**config.mk**
```make
export PLATFORM = sky130hd
export DESIGN_NAME = serial_in
export DESIGN_NICKNAME = d
export VERILOG_FILES = /design/src/rtl/serial_pkg.sv /design/src/rtl/serial_sampler.sv /design/src/rtl/serial_in.sv
export SDC_FILE = /design/constraint.sdc
export NUM_CORES = 1
export LEC_CHECK = 0
export ABC_AREA = 1
export CAP_MARGIN = 20
export CORE_ASPECT_RATIO = 1.5
export CORE_MARGIN = 2
export CORE_UTILIZATION = 50
export DETAILED_ROUTE_END_ITERATION = 16
export PLACE_DENSITY = 0.75
export SYNTH_ARGS = -nofsm -noshare
export SYNTH_HDL_FRONTEND = slang
export SYNTH_SLANG_ARGS = --single-unit
export TNS_END_PERCENT = 10
```
**constraint.sdc**
```tcl
create_clock -name clk -period 1.39 [get_ports clk]
set_input_delay 0.2085 -clock clk [delete_from_list [all_inputs] [get_ports clk]]
set_output_delay 0.2085 -clock clk [all_outputs]
set_load 0.02 [all_outputs]
```
**src/rtl/serial_pkg.sv**
```systemverilog
// Shared definitions for the serial link blocks (serial_in and the serial output block).
//   state_e       : receiver/transmitter state encoding
//   MODE_ONE_SHOT : i_mode value for a single word per i_start
//   MODE_REPEAT   : i_mode value for back-to-back words until i_stop
//   IDLE_LEVEL    : level of the serial line when nothing is being sent
//   majority3     : 2-of-3 vote used by the optional majority sampler
package serial_pkg;

  typedef enum logic [1:0] {
    S_IDLE = 2'b00,
    S_RECV = 2'b01,
    S_DONE = 2'b10
  } state_e;

  localparam logic MODE_ONE_SHOT = 1'b0;
  localparam logic MODE_REPEAT   = 1'b1;

  localparam logic IDLE_LEVEL = 1'b0;

  function automatic logic majority3(input logic a, input logic b, input logic c);
    return (a & b) | (a & c) | (b & c);
  endfunction

endpackage

```
**src/rtl/serial_sampler.sv**
```systemverilog
// Picks the value of each serial bit out of the tick-counted bit period.
// Build option: SERIAL_IN_MAJORITY_EN
//   undefined : one sample at tick count TICK_PER_BIT/2, valid on that tick
//   defined   : samples at counts HALF-1, HALF, HALF+1; the 2-of-3 vote is
//               valid on the tick at count HALF+1
// Ports:
//   clk, rst_n  : clock, asynchronous active-low reset
//   i_en        : receiver is in its receive state
//   i_tick      : bit-rate enable
//   i_serial    : serial line
//   i_tick_cnt  : current tick count within the bit
//   o_bit       : sampled bit value
//   o_valid     : one-cycle pulse, o_bit should be shifted in
module serial_sampler
  import serial_pkg::*;
#(
  parameter int unsigned TICK_PER_BIT = 16,
  localparam int unsigned CW = $clog2(TICK_PER_BIT)
) (
  input  logic          clk,
  input  logic          rst_n,
  input  logic          i_en,
  input  logic          i_tick,
  input  logic          i_serial,
  input  logic [CW-1:0] i_tick_cnt,
  output logic          o_bit,
  output logic          o_valid
);

  localparam logic [CW-1:0] HALF = CW'(TICK_PER_BIT / 2);

  logic step;
  assign step = i_en & i_tick;

`ifdef SERIAL_IN_MAJORITY_EN
  localparam logic [CW-1:0] HALF_M1 = CW'(TICK_PER_BIT / 2 - 1);
  localparam logic [CW-1:0] HALF_P1 = CW'(TICK_PER_BIT / 2 + 1);

  logic early_q, mid_q;

  always_ff @(posedge clk or negedge rst_n) begin
    if (!rst_n) begin
      early_q <= IDLE_LEVEL;
      mid_q   <= IDLE_LEVEL;
    end else if (step) begin
      if (i_tick_cnt == HALF_M1) early_q <= i_serial;
      if (i_tick_cnt == HALF)    mid_q   <= i_serial;
    end
  end

  // The third vote is the live line value on the HALF+1 tick.
  assign o_bit   = majority3(early_q, mid_q, i_serial);
  assign o_valid = step & (i_tick_cnt == HALF_P1);
`else
  // Single-sample build is purely combinational; clk/rst_n are unused.
  logic unused_clk_rst;
  assign unused_clk_rst = clk ^ rst_n;

  assign o_bit   = i_serial;
  assign o_valid = step & (i_tick_cnt == HALF);
`endif

endmodule

```
**src/rtl/serial_in.sv**
```systemverilog
// Serial receiver: rebuilds DATA_BIT-bit words from an LSB-first, idle-low
// serial line where each bit lasts TICK_PER_BIT i_tick pulses.
// Build option: SERIAL_IN_MAJORITY_EN (3-sample majority vote, see serial_sampler).
// Ports:
//   clk, rst_n   : clock, asynchronous active-low reset
//   i_tick       : bit-rate enable, counted only while receiving
//   i_start      : start a frame (idle only)
//   i_stop       : abort / end repeat (any non-idle state)
//   i_mode       : MODE_ONE_SHOT or MODE_REPEAT
//   i_serial     : serial data in
//   o_data       : last completed word, held until the next one
//   o_done_tick  : one-cycle strobe, o_data valid in the same cycle
//   o_bit_tick   : one-cycle strobe after each received bit
//   o_busy       : state is not S_IDLE
module serial_in
  import serial_pkg::*;
#(
  parameter int unsigned DATA_BIT     = 32,
  parameter int unsigned TICK_PER_BIT = 16
) (
  input  logic                clk,
  input  logic                rst_n,
  input  logic                i_tick,
  input  logic                i_start,
  input  logic                i_stop,
  input  logic                i_mode,
  input  logic                i_serial,
  output logic [DATA_BIT-1:0] o_data,
  output logic                o_done_tick,
  output logic                o_bit_tick,
  output logic                o_busy
);

  localparam int unsigned TCW = $clog2(TICK_PER_BIT);
  localparam int unsigned BCW = $clog2(DATA_BIT);
  localparam logic [TCW-1:0] TICK_LAST = TCW'(TICK_PER_BIT - 1);
  localparam logic [BCW-1:0] BIT_LAST  = BCW'(DATA_BIT - 1);

  state_e              state_q, state_d;
  logic [TCW-1:0]      tick_q, tick_d;
  logic [BCW-1:0]      bit_q, bit_d;
  logic [DATA_BIT-1:0] shift_q, shift_d;
  logic [DATA_BIT-1:0] data_q, data_d;
  logic                done_q, done_d;
  logic                bit_tick_q, bit_tick_d;

  logic sample_bit, sample_valid;

  serial_sampler #(
    .TICK_PER_BIT(TICK_PER_BIT)
  ) u_sampler (
    .clk       (clk),
    .rst_n     (rst_n),
    .i_en      (state_q == S_RECV),
    .i_tick    (i_tick),
    .i_serial  (i_serial),
    .i_tick_cnt(tick_q),
    .o_bit     (sample_bit),
    .o_valid   (sample_valid)
  );

  always_comb begin
    state_d    = state_q;
    tick_d     = tick_q;
    bit_d      = bit_q;
    shift_d    = shift_q;
    data_d     = data_q;
    done_d     = 1'b0;
    bit_tick_d = 1'b0;

    case (state_q)
      S_IDLE: begin
        if (i_start) begin
          state_d = S_RECV;
          tick_d  = '0;
          bit_d   = '0;
          shift_d = '0;
        end
      end

      S_RECV: begin
        if (i_stop) begin
          state_d = S_IDLE;
        end else begin
          // Right shift with MSB insert leaves the first bit at bit 0.
          if (sample_valid) shift_d = {sample_bit, shift_q[DATA_BIT-1:1]};
          if (i_tick) begin
            if (tick_q == TICK_LAST) begin
              tick_d     = '0;
              bit_tick_d = 1'b1;
              if (bit_q == BIT_LAST) begin
                state_d = S_DONE;
              end else begin
                bit_d = bit_q + BCW'(1);
              end
            end else begin
              tick_d = tick_q + TCW'(1);
            end
          end
        end
      end

      S_DONE: begin
        // Word is delivered even when i_stop arrives here.
        data_d = shift_q;
        done_d = 1'b1;
        tick_d = '0;
        bit_d  = '0;
        if (i_stop || (i_mode == MODE_ONE_SHOT)) begin
          state_d = S_IDLE;
        end else begin
          state_d = S_RECV;
          shift_d = '0;
        end
      end

      default: state_d = S_IDLE;
    endcase
  end

  always_ff @(posedge clk or negedge rst_n) begin
    if (!rst_n) begin
      state_q    <= S_IDLE;
      tick_q     <= '0;
      bit_q      <= '0;
      shift_q    <= '0;
      data_q     <= '0;
      done_q     <= 1'b0;
      bit_tick_q <= 1'b0;
    end else begin
      state_q    <= state_d;
      tick_q     <= tick_d;
      bit_q      <= bit_d;
      shift_q    <= shift_d;
      data_q     <= data_d;
      done_q     <= done_d;
      bit_tick_q <= bit_tick_d;
    end
  end

  assign o_data      = data_q;
  assign o_done_tick = done_q;
  assign o_bit_tick  = bit_tick_q;
  assign o_busy      = (state_q != S_IDLE);

endmodule
```
==> metrics <==
CP startpoint kind=flip-flop; num ports=42; Worst Slack Setup Final=-0.108 ns; Final ANT Viol Nets=0; Syn-to-layout area delta=24.1%; violated checks=setup timing; drt total wl=7270 um; DRC Markers=0; Slew HR=72.5%; Area contributors post-synth=dfrtp_1, nand2_1, nand4_1; later-pin clock latency in the skew report=0.35 ns; Inst Count DP=538; TritonCTS buffer count=9; register area share after synthesis=54.6%; IO Port Bufs=41; Core Util, Final=64.0%; WP buf/inv=1; DPL Wire Length=4710 um; actual slew at the worst max-slew pin=0.413 ns; Slew Limit Fails=0; Root Buffer=clkbuf_8; total clock sinks=77; kind of critical path=reg -> reg; clock skew=0.0134 ns; Core ar.=6850 um^2; Synth cell types=23; Mapped Cells=420; Via density=5.24; Post-synth top flop=dfrtp_1; slowest stage cell, crit path=dfrtp_1; CP peak stage delay=0.39 ns; Setup violations, final=5; f_max=667 MHz; status=finished, violations left; reported leakage power=2.26 nW; count leader, synth=nand2_1; largest net degree at the start of global routing=78; CP Cell Sequence=ha_2, nand2_2, nor2_2, ha_4, inv_2, nand4_1, nand2_2, nand3_4, nand2_1, nand2_1; worst path arrival time=1.74 ns; post-synthesis register bit count=77; synth cell count leaders=nand2_1, dfrtp_1, inv_1; Bufs on Longest Clock Path=2; WL per Instance=13.1 um; average size of a mapped cell=8.41 um^2; Initial Utilization=51.6%; Netlist Area Pre-Place=3530 um^2; CTS tree=built; critical path fanouts, max=5; number of synthesized flops with an enable pin=0; Cell Pwr Density=1110 nW/um^2; share of cells above drive strength 1=15.4%; first drt pass iteration count=4; Top delay family on crit path=simple AND/OR/NAND/NOR gates; first-pass GRT wire length=12600 um; required time of the worst setup path=1.63 ns; initial antenna violation count=0; post-synth net total=431; number of global-route vias before repair=2962; die area=7770 um^2; Overflow after GRT=0; number of H-tree levels=3; final setup TNS=-0.502 ns; DR iter-0 viols=198; ys async rst share=100%; CTS clk-pin slew, worst paths=0.08 ns; Power, Total=4.85 mW; CP endpoint kind=flip-flop; RSZ-0062 raised after global routing=yes; total track usage=20.5%; Final #Nets=485; Hold Fails Final Rpt=0; MaxCap Viol Count=0; post-synth top area cell=dfrtp_1; Syn. warnings=0; FP Rows=37; fin crit share=108%; DR vias=2919; HP Class=in -> async; Layout Cells excl Fill=557; RD Place Congestion=0.855; die extent in y=107 um; Die W=72.6 um; Inserted Diodes=0; top cell type's share of synthesized area=54.6%; minimum clock period=1.50 ns; peak supply drop=0.000771 V
worst paths after layout:
kind	end	slack, ns	depth (start not counted)	from
min in group clk	shift_q[22]$_DFFE_PN0P_	0.48	2	shift_q[22]$_DFFE_PN0P_
max in group asynchronous	shift_q[29]$_DFFE_PN0P_	0.65	3	rst_n
worst min-delay path	o_data[24]$_DFFE_PN0P_	0.40	3	rst_n
worst min register to register	shift_q[22]$_DFFE_PN0P_	0.48	2	shift_q[22]$_DFFE_PN0P_
worst max register to register	bit_q[3]$_DFFE_PN0P_	-0.11	10	bit_q[1]$_DFFE_PN0P_
worst max-delay path	bit_q[3]$_DFFE_PN0P_	-0.11	10	bit_q[1]$_DFFE_PN0P_
routing by layer:
layer | vias up | global-route usage, % | share of wire, %
met5 | - | 0 | 0
met2 | 70 | 36.2 | 52
met3 | 15 | 3.76 | 3.3
met1 | 1396 | 23.5 | 42
li1 | 1438 | - | -
met4 | 0 | 9.26 | 2.2
tightest hold or removal path: stages:
cell	delay, ns
dlygate4sd3_1	0.53
buf_4	0.11
buf_12	0.31
final cells by class:
type | instances | area [um^2]
Multi-Input combinational cell | 272 | 1360
Inverter | 48 | 180
Clock inverter | 6 | 45.0
Timing Repair Buffer | 66 | 651
Clock buffer | 10 | 128
Sequential cell | 77 | 1930
Fill cell | 608 | 2470
Tap cell | 78 | 97.6
where the power goes:
| part | switching [mW] | total [mW] | internal [mW] |
|---|---|---|---|
| clock | 0.845 | 1.50 | 0.658 |
| combinational | 0.554 | 0.936 | 0.382 |
| sequential | 0.0773 | 2.41 | 2.33 |
cells in the final DEF, fill, tap and decap left out:
cell type and count:
inv_1 44, inv_6 2, ha_4 2, nand2_4 1, dlygate4sd2_1 34, nand2_2 16
inv_2 4, nor3b_1 1, clkinvlp_4 3, o21ai_1 4, clkinv_2 1, clkbuf_1 1
ha_2 1, dlygate4sd3_1 1, a21oi_1 1, nand3_4 2, ha_1 1, nand3_2 3
dfrtp_1 77, clkbuf_8 9, buf_4 17, nand4_1 37, nor2_4 3, buf_12 8
o21ai_0 34, nor3_1 1, nand3_1 6, nor2_2 1, buf_2 1, nor2_1 40
nand2_1 118, clkdlybuf4s50_1 5
kinds of logic (layout without fill, tap and decap cells):
| kind of cell | Yosys count | after routing | share of synthesized area (%) |
|---|---|---|---|
| and+or+nand+nor | 229 | 229 | 29.8 |
| adders and majority gates | 4 | 4 | 1.42 |
| AOI/OAI and AO/OA | 39 | 39 | 5.53 |
| buffers and inverters | 71 | 130 | 8.68 |
| DFF | 77 | 77 | 54.6 |
flip-flops by register name, summed over array words and instances, names as in the netlist:
register / cells
o_data: 32
shift_q: 32
bit_q: 5
tick_q: 4
state_q: 2
o_bit_tick: 1
o_done_tick: 1
stage by stage:
| stage | area (um^2) | setup slack [ns] | hold slack, ns |
|---|---|---|---|
| 2_1_floorplan | 3540 | 0.0197 | -0.0871 |
| 3_3_place_gp | 4180 | -0.104 | 0.259 |
| 3_5_place_dp | 4180 | -0.177 | 0.261 |
| 4_1_cts | 4330 | -0.124 | 0.432 |
| 5_1_grt | 4380 | -0.163 | 0.458 |
| 6_report | 4380 | -0.108 | 0.399 |
timing repair:
action,4_1_cts,5_1_grt
pin swaps,2,4
gates resized for setup,42,9
hold buffers,1,0
hold endpoints to repair,77,0
setup endpoints to repair,69,39
gates cloned,0,0
buffers inserted,1,1
(Power assumes the default switching activity.)
